$ cat config.mk
export PLATFORM = sky130hd
export DESIGN_NAME = conv3x3_mac_flat
export DESIGN_NICKNAME = d
export VERILOG_FILES = /design/src/rtl/conv3x3_mac_if.sv /design/src/rtl/conv3x3_mac.sv /design/src/flat_wrapper.sv
export SDC_FILE = /design/constraint.sdc
export NUM_CORES = 1
export LEC_CHECK = 0
export ABC_AREA = 1
export CORE_ASPECT_RATIO = 2
export CORE_UTILIZATION = 60
export DETAILED_ROUTE_END_ITERATION = 7
export PLACE_DENSITY = 0.85
export SLEW_MARGIN = 20
export SYNTH_ARGS = -nofsm -noshare
export SYNTH_HDL_FRONTEND = slang
export SYNTH_SLANG_ARGS = --single-unit
$ cat constraint.sdc
create_clock -name clk -period 10.6 [get_ports clk]
set_input_delay 3.18 -clock clk [delete_from_list [all_inputs] [get_ports clk]]
set_output_delay 3.18 -clock clk [all_outputs]
set_load 0.01 [all_outputs]
$ cat src/rtl/conv3x3_mac_if.sv
// Handshake, window/kernel and result bundle between the window buffer,
// the 3x3 convolver and the edge-threshold stage.
interface conv3x3_mac_if #(
  parameter int PIXEL_W = 4,
  parameter int COEF_W  = 5,
  parameter int OUT_W   = 10
) ();
  localparam int ACC_W = PIXEL_W + COEF_W + 4;

  logic                          calc_enable;
  logic                          abort;
  logic [2:0][2:0][PIXEL_W-1:0]  pixels;
  logic [2:0][2:0][COEF_W-1:0]   filter_x;
  logic [2:0][2:0][COEF_W-1:0]   filter_y;
  logic                          busy;
  logic                          calc_done;
  logic signed [ACC_W-1:0]       conv_x;
  logic signed [ACC_W-1:0]       conv_y;
  logic [OUT_W-1:0]              mag;

  modport master (
    output calc_enable, abort, pixels, filter_x, filter_y,
    input  busy, calc_done, conv_x, conv_y, mag
  );

  modport slave (
    input  calc_enable, abort, pixels, filter_x, filter_y,
    output busy, calc_done, conv_x, conv_y, mag
  );
endinterface

$ cat src/rtl/conv3x3_mac.sv
// Dual-kernel 3x3 convolver: one shared MAC per channel, one tap per clock,
// followed by a saturated edge magnitude (sum or max of absolute values).
//
// state | meaning
// IDLE  | waiting for calc_enable; results held
// MAC   | accumulating taps 0..8, one per clock
module conv3x3_mac #(
  parameter int PIXEL_W = 4,
  parameter int COEF_W  = 5,
  parameter int OUT_W   = 10,
  parameter bit MAG_SEL = 1'b0
) (
  input  logic         clk,
  input  logic         n_rst,
  conv3x3_mac_if.slave bus
);
  localparam int ACC_W = PIXEL_W + COEF_W + 4;
  localparam int CMB_W = ACC_W + 1;
  localparam int SAT_W = (CMB_W > OUT_W) ? CMB_W : OUT_W;
  localparam logic [SAT_W-1:0] MAG_MAX = SAT_W'((2 ** OUT_W) - 1);

  typedef enum logic {IDLE, MAC} state_t;

  state_t state, state_next;

  logic [8:0][PIXEL_W-1:0] pix_r;
  logic [8:0][COEF_W-1:0]  fx_r;
  logic [8:0][COEF_W-1:0]  fy_r;
  logic [3:0]              tap;
  logic signed [ACC_W-1:0] acc_x, acc_y;
  logic signed [ACC_W-1:0] pix_ext, cx_ext, cy_ext;
  logic signed [ACC_W-1:0] sum_x, sum_y;
  logic [ACC_W-1:0]        abs_x, abs_y;
  logic [CMB_W-1:0]        combined;
  logic [SAT_W-1:0]        combined_w;
  logic [OUT_W-1:0]        mag_next;
  logic                    start, last_tap;
  logic                    busy_r, done_r;
  logic signed [ACC_W-1:0] conv_x_r, conv_y_r;
  logic [OUT_W-1:0]        mag_r;

  assign start    = (state == IDLE) && bus.calc_enable;
  assign last_tap = (tap == 4'd8);

  always_ff @(posedge clk or negedge n_rst) begin
    if (!n_rst) state <= IDLE;
    else        state <= state_next;
  end

  always_comb begin
    state_next = state;
    case (state)
      IDLE: if (bus.calc_enable) state_next = MAC;
      MAC:  if (bus.abort || last_tap) state_next = IDLE;
      default: state_next = IDLE;
    endcase
  end

  // Packed [row][col] flattens so that element row*3+col is tap k, row-major.
  always_comb begin
    pix_ext = signed'({{(ACC_W-PIXEL_W){1'b0}}, pix_r[tap]});
    cx_ext  = ACC_W'(signed'(fx_r[tap]));
    cy_ext  = ACC_W'(signed'(fy_r[tap]));
    sum_x   = acc_x + pix_ext * cx_ext;
    sum_y   = acc_y + pix_ext * cy_ext;
  end

  always_comb begin
    abs_x = sum_x[ACC_W-1] ? ACC_W'(-sum_x) : ACC_W'(sum_x);
    abs_y = sum_y[ACC_W-1] ? ACC_W'(-sum_y) : ACC_W'(sum_y);
    if (MAG_SEL)
      combined = CMB_W'((abs_x > abs_y) ? abs_x : abs_y);
    else
      combined = CMB_W'(abs_x) + CMB_W'(abs_y);
    combined_w = SAT_W'(combined);
    mag_next   = (combined_w > MAG_MAX) ? OUT_W'(MAG_MAX) : OUT_W'(combined_w);
  end

  always_ff @(posedge clk or negedge n_rst) begin
    if (!n_rst) begin
      pix_r    <= '0;
      fx_r     <= '0;
      fy_r     <= '0;
      tap      <= '0;
      acc_x    <= '0;
      acc_y    <= '0;
      busy_r   <= 1'b0;
      done_r   <= 1'b0;
      conv_x_r <= '0;
      conv_y_r <= '0;
      mag_r    <= '0;
    end else if (start) begin
      pix_r  <= bus.pixels;
      fx_r   <= bus.filter_x;
      fy_r   <= bus.filter_y;
      tap    <= '0;
      acc_x  <= '0;
      acc_y  <= '0;
      busy_r <= 1'b1;
      done_r <= 1'b0;
    end else if (state == MAC) begin
      if (bus.abort) begin
        busy_r <= 1'b0;
        done_r <= 1'b0;
      end else if (last_tap) begin
        conv_x_r <= sum_x;
        conv_y_r <= sum_y;
        mag_r    <= mag_next;
        busy_r   <= 1'b0;
        done_r   <= 1'b1;
      end else begin
        acc_x <= sum_x;
        acc_y <= sum_y;
        tap   <= tap + 4'd1;
      end
    end
  end

  assign bus.busy      = busy_r;
  assign bus.calc_done = done_r;
  assign bus.conv_x    = conv_x_r;
  assign bus.conv_y    = conv_y_r;
  assign bus.mag       = mag_r;
endmodule
$ cat src/flat_wrapper.sv
// flat-port wrapper written by rule: the top's interface ports become plain ports
module conv3x3_mac_flat 
#(
  parameter int PIXEL_W = 4,
  parameter int COEF_W  = 5,
  parameter int OUT_W   = 10,
  parameter bit MAG_SEL = 1'b0
)
  (clk, n_rst, bus_calc_enable, bus_abort, bus_pixels, bus_filter_x, bus_filter_y, bus_busy, bus_calc_done, bus_conv_x, bus_conv_y, bus_mag);
  conv3x3_mac_if #(.PIXEL_W(PIXEL_W), .COEF_W(COEF_W), .OUT_W(OUT_W)) bus_i ();
  input  logic clk;
  input  logic n_rst;
  input wire logic [$bits(bus_i.calc_enable)-1:0] bus_calc_enable;
  input wire logic [$bits(bus_i.abort)-1:0] bus_abort;
  input wire logic [$bits(bus_i.pixels)-1:0] bus_pixels;
  input wire logic [$bits(bus_i.filter_x)-1:0] bus_filter_x;
  input wire logic [$bits(bus_i.filter_y)-1:0] bus_filter_y;
  output wire logic [$bits(bus_i.busy)-1:0] bus_busy;
  output wire logic [$bits(bus_i.calc_done)-1:0] bus_calc_done;
  output wire logic [$bits(bus_i.conv_x)-1:0] bus_conv_x;
  output wire logic [$bits(bus_i.conv_y)-1:0] bus_conv_y;
  output wire logic [$bits(bus_i.mag)-1:0] bus_mag;
  assign bus_i.calc_enable = bus_calc_enable;
  assign bus_i.abort = bus_abort;
  assign bus_i.pixels = bus_pixels;
  assign bus_i.filter_x = bus_filter_x;
  assign bus_i.filter_y = bus_filter_y;
  assign bus_busy = bus_i.busy;
  assign bus_calc_done = bus_i.calc_done;
  assign bus_conv_x = bus_i.conv_x;
  assign bus_conv_y = bus_i.conv_y;
  assign bus_mag = bus_i.mag;
  conv3x3_mac #(.PIXEL_W(PIXEL_W), .COEF_W(COEF_W), .OUT_W(OUT_W), .MAG_SEL(MAG_SEL)) u_core (.clk(clk), .n_rst(n_rst), .bus(bus_i));
endmodule
==> impl_metrics.toml, run 1 <==
[global_routing]
grt_use_total_pct = 34.8
antenna_found_initial = 0
grt_max_degree = 117
grt_pass1_vias = 12300
grt_pass1_wl_mm = 58.1
overflow = 0

[synthesis]
async_reset_ff_share_pct = 100
synth-edff-count = 0
avgSynthCellArea_um2 = 7.27
yosysUniqueCellTypes = 42
ys_ff_latch = 195
synth_top_cell_area_share_pct = 38.8
synthCells = 1729
ys_seq_area_share_pct = 38.8
yosys_warnings = 0
yosys.area.top_type = "dfrtp_1"
synth-main-ff-cell = "dfrtp_1"
synthTopCellsByArea = "dfrtp_1 39%, nand2_1 19%, ha_1 8.4%"
syn_area_um2 = 12600
synthesis.nets = 1960

[status]
outcome = "finished, final reports clean"

[timing]
slew_viol_final = 0
setup_ws_ns = 1.13
rsz0062_at_grt = "no"
fin_tns_setup_ns = 0
fin_crit_sh_pct = 89.4
worst_pin_slew_ns = 0.972
max_freq_mhz = 106
finalHoldViolCount = 0
relSlewSlack_pct = 35.1
setup_viol = 0
period_needed_ns = 9.47
fin_skew_ns = 0.00755

[layout]
nets = 2089
final_common_cell = "nand2_1"
areaGrowthSynthToFinish_pct = 19.2
diodes = 0
layout_common_cells = "638 x nand2_1, 195 x dfrtp_1, 194 x inv_1"
final_layout_size_suffix_gt1_share_pct = 5.08

[floorplanning]
die_y_um = 207
io_pins = 168
initial_core_util_pct = 61.5
die_x_um = 104
rows = 74
dieArea_um2 = 21600
core_um2 = 20500

[detailed_routing]
first_iter_violations = 642
wl_per_cell_um = 16.7
drt-total-wl_mm = 35.6
first_pass_iters = 7
ant_nets = 0
viasPerCell = 5.62
vias = 12000
drcViolationCount = 0

[cts]
cts_buffer_depth = 2
clk_root_buffer_cell = "clkbuf_16"
clock-sinks = 195
clk_latency_ns = 0.45
h-tree-depth = 4
clk_pin_slew_ns = 0.07
numCtsBuffers = 17
cts_tree = "done"
cts_hold_buf = 0
cts_resized = 0
postCtsSetupRepairBufs = 0

[critical_path]
cp_common_cell = "nand2_1"
start_kind = "flip-flop"
crit_slowest_cell = "o21ai_0"
worstPathRequired_ns = 10.93
cp.arrival_ns = 9.80
cp.buffers_inverters = 7
endpoint_kind = "flip-flop"
crit_family = "adder cells"
worstPathMaxFanout = 58
worst_path_largest_cell_delay_ns = 0.94
crit_type = "flip-flop to flip-flop"

[hold_path]
hold_path_class = "flip-flop to flip-flop"

[placed_design]
place_congestion = 0.906
io_buffers = 167
place_hpwl_mm = 27.0
place_ws_ns = 1.28

[job]
cap_violations = 0
-- cell type report --
type	instances	area (µm²)
Multi-Input combinational cell	1258	6630
Inverter	211	795
Sequential cell	195	4880
Clock inverter	11	145
Timing Repair Buffer	175	1740
Fill cell	1629	5470
Clock buffer	20	467
Tap cell	266	333
-- cells by family after synthesis --
group	share of synthesized area (%)
and+or+nand+nor	28.3
adders and majority gates	11.1
AOI/OAI and AO/OA	11.5
xor gates and xnor gates	1.80
buffers and inverters	8.52
DFF	38.8
-- worst reg2reg max path: cells and delay by family (launching register included) --
family,cells,cell delay (ns)
compound gates,5,2.06
buf+inv,7,1.33
simple gates,16,2.77
flops,1,0.36
fa+ha+maj,6,2.82
-- sequential cells by signal, indices dropped and copies added (netlist names) --
register              flops
u_core.fx_r              45
u_core.pix_r             36
u_core.bus.conv_y        13
u_core.bus.mag           10
u_core.fy_r              45
u_core.acc_x             13
u_core.bus.conv_x        13
u_core.acc_y             13
u_core.state              1
u_core.bus.busy           1
u_core.tap                4
u_core.bus.calc_done      1
-- synth_stat cells, types with 3 or more instances --
cell,count
ha_1,84
a21oi_1,45
nor2_2,7
clkbuf_1,38
buf_2,17
fa_1,17
nand2_2,11
nand3b_1,5
nor2_1,121
o221ai_1,23
nand2_1,638
inv_1,194
nand4_1,15
o21ai_2,6
o22ai_1,8
o21ai_0,109
xor2_1,11
dfrtp_1,195
o21ai_1,44
buf_1,7
xnor2_1,13
nor2_4,4
inv_2,17
nor3_1,3
nand3_2,4
nand3_1,65
o211ai_1,5
-- per-stage QoR --
| stage | std cells | util (%) | hold WS, ns | cell area [µm²] |
|---|---|---|---|---|
| final | 2136 | 73.3 | 0.475 | 15000 |
| after global routing | 2136 | 73.3 | 0.493 | 15000 |
| after CTS | 2136 | 73.2 | 0.479 | 15000 |
| after detailed placement | 2105 | 70.2 | 0.460 | 14400 |
| after global placement | 2105 | 70.2 | 0.458 | 14400 |
| after floorplan | 1729 | - | 0.444 | 12600 |
-- layer usage --
layer	GRT usage (%)	up-vias	wire [µm]
li1	-	5750	-
met1	33.4	5573	11800
met2	65.9	511	19400
met3	4.40	174	1590
met4	28.5	0	2780
met5	0	-	0
-- path summary, 6_finish.rpt --
check | start | to | slack (ns) | cells past startpoint
hold / removal | u_core.fx_r[7]$_DFFE_PN0P_ | u_core.fx_r[7]$_DFFE_PN0P_ | 0.48 | 2
setup reg to reg | u_core.tap[0]$_DFFE_PN0P_ | u_core.bus.mag[5]$_DFFE_PN0P_ | 1.13 | 34
min in group asynchronous | n_rst | u_core.bus.conv_y[10]$_DFFE_PN0P_ | 2.75 | 1
hold reg to reg | u_core.fx_r[7]$_DFFE_PN0P_ | u_core.fx_r[7]$_DFFE_PN0P_ | 0.48 | 2
max in group asynchronous | n_rst | u_core.acc_y[2]$_DFFE_PN0P_ | 6.60 | 2
setup / recovery | u_core.tap[0]$_DFFE_PN0P_ | u_core.bus.mag[5]$_DFFE_PN0P_ | 1.13 | 34
Power of run 1 is not shown: default switching activity piles up to over one toggle a cycle in this logic, so the estimate is an artifact.
==> run 2: changes to the inputs <==
- CTS_BUF_LIST: default -> sky130_fd_sc_hd__clkbuf_4 sky130_fd_sc_hd__clkbuf_8
==> impl_metrics.toml, run 2 (synthesis results as in run 1) <==
[detailed_routing]
wl_per_cell_um = 16.4
vias = 11900
first_pass_iters = 5
first_iter_violations = 705
drt-total-wl_mm = 35.1
drcViolationCount = 0
ant_nets = 0
viasPerCell = 5.57

[cts]
cts_tree = "done"
postCtsSetupRepairBufs = 0
cts_hold_buf = 0
numCtsBuffers = 17
clk_root_buffer_cell = "clkbuf_8"
cts_buffer_depth = 2
clock-sinks = 195
clk_latency_ns = 0.51
h-tree-depth = 4
clk_pin_slew_ns = 0.10
cts_resized = 0

[floorplanning]
io_pins = 168
core_um2 = 20500
die_x_um = 104
die_y_um = 207
initial_core_util_pct = 61.5
rows = 74
dieArea_um2 = 21600

[critical_path]
worstPathRequired_ns = 10.99
worst_path_largest_cell_delay_ns = 0.93
worstPathMaxFanout = 58
crit_slowest_cell = "o21ai_0"
crit_type = "flip-flop to flip-flop"
endpoint_kind = "flip-flop"
cp_common_cell = "nand2_1"
cp.arrival_ns = 9.86
start_kind = "flip-flop"

[timing]
relSlewSlack_pct = 36.3
worst_pin_slew_ns = 0.954
fin_tns_setup_ns = 0
finalHoldViolCount = 0
slew_viol_final = 0
fin_crit_sh_pct = 89.3
rsz0062_at_grt = "no"
max_freq_mhz = 106
period_needed_ns = 9.47
fin_skew_ns = 0.0123
setup_viol = 0

[placed_design]
place_hpwl_mm = 27.0
io_buffers = 167
place_congestion = 0.906

[layout]
final_layout_size_suffix_gt1_share_pct = 5.08
final_common_cell = "nand2_1"
nets = 2089
areaGrowthSynthToFinish_pct = 17.6
largest_registers = "u_core.fx_r: 45 flops, u_core.fy_r: 45 flops, u_core.pix_r: 36 flops"
final_core_util_pct = 72.3
diodes = 0
layout_common_cells = "638 x nand2_1, 195 x dfrtp_1, 194 x inv_1"

[hold_path]
hold_path_class = "flip-flop to flip-flop"

[job]
cap_violations = 0

[status]
outcome = "finished, final reports clean"

[global_routing]
grt_pass1_vias = 12100
antenna_found_initial = 0
grt_max_degree = 117
grt_pass1_wl_mm = 57.2
grt_use_total_pct = 34.4
overflow = 0
-- run 2: cell types whose count changed in the layout (fill, tap and decap cells not counted) --
cell / previous run / this run
clkbuf_16: 17 / 0
clkbuf_8: 4 / 21
-- run 2: worst paths after layout --
| kind | start | to | slack [ns] | cells after the start |
|---|---|---|---|---|
| worst max-delay path | u_core.tap[0]$_DFFE_PN0P_ | u_core.bus.mag[5]$_DFFE_PN0P_ | 1.13 | 34 |
| worst min register to register | u_core.fx_r[11]$_DFFE_PN0P_ | u_core.fx_r[11]$_DFFE_PN0P_ | 0.48 | 2 |
| worst max register to register | u_core.tap[0]$_DFFE_PN0P_ | u_core.bus.mag[5]$_DFFE_PN0P_ | 1.13 | 34 |
| min in group asynchronous | n_rst | u_core.bus.conv_y[10]$_DFFE_PN0P_ | 2.69 | 1 |
| max in group asynchronous | n_rst | u_core.fy_r[21]$_DFFE_PN0P_ | 6.66 | 2 |
| worst min-delay path | u_core.fx_r[11]$_DFFE_PN0P_ | u_core.fx_r[11]$_DFFE_PN0P_ | 0.48 | 2 |
-- run 2: final cells by class --
type,count,area [µm²]
inverters,211,795
flip-flops and latches,195,4880
clock inverters,11,145
well taps,266,333
clock buffers,20,275
multi-input cells,1258,6630
repair buffers,175,1740
fillers,1670,5660
-- run 2: layer usage --
metal  vias to the layer above  global-route usage, %  share of wire (%)
met4                         0                   25.8                7.3
met1                      5538                   33.0                 34
met5                         -                      0                  0
met2                       463                   65.4                 55
met3                       151                   5.18                4.2
li1                       5756                      -                  -
-- run 2: worst max-delay path: cells and delay by family (launching register included) --
family,cells,cell delay [ns]
AO/OA/AOI/OAI,5,2.06
buffers and inverters,7,1.30
AND/OR/NAND/NOR,16,2.78
flip-flops,1,0.37
adder cells (fa/ha/maj),6,2.82
-- run 2: metrics by stage --
step                worst slack (ns)  hold slack [ns]  area [µm²]  cells
floorplan                       4.06            0.444       12600   1729
global route                   0.358            0.501       14800   2136
global placement                1.43            0.458       14400   2105
finish                          1.13            0.485       14800   2136
detailed placement              1.28            0.460       14400   2105
CTS                             1.27            0.486       14800   2136
Power of run 2 is left out for the same reason.
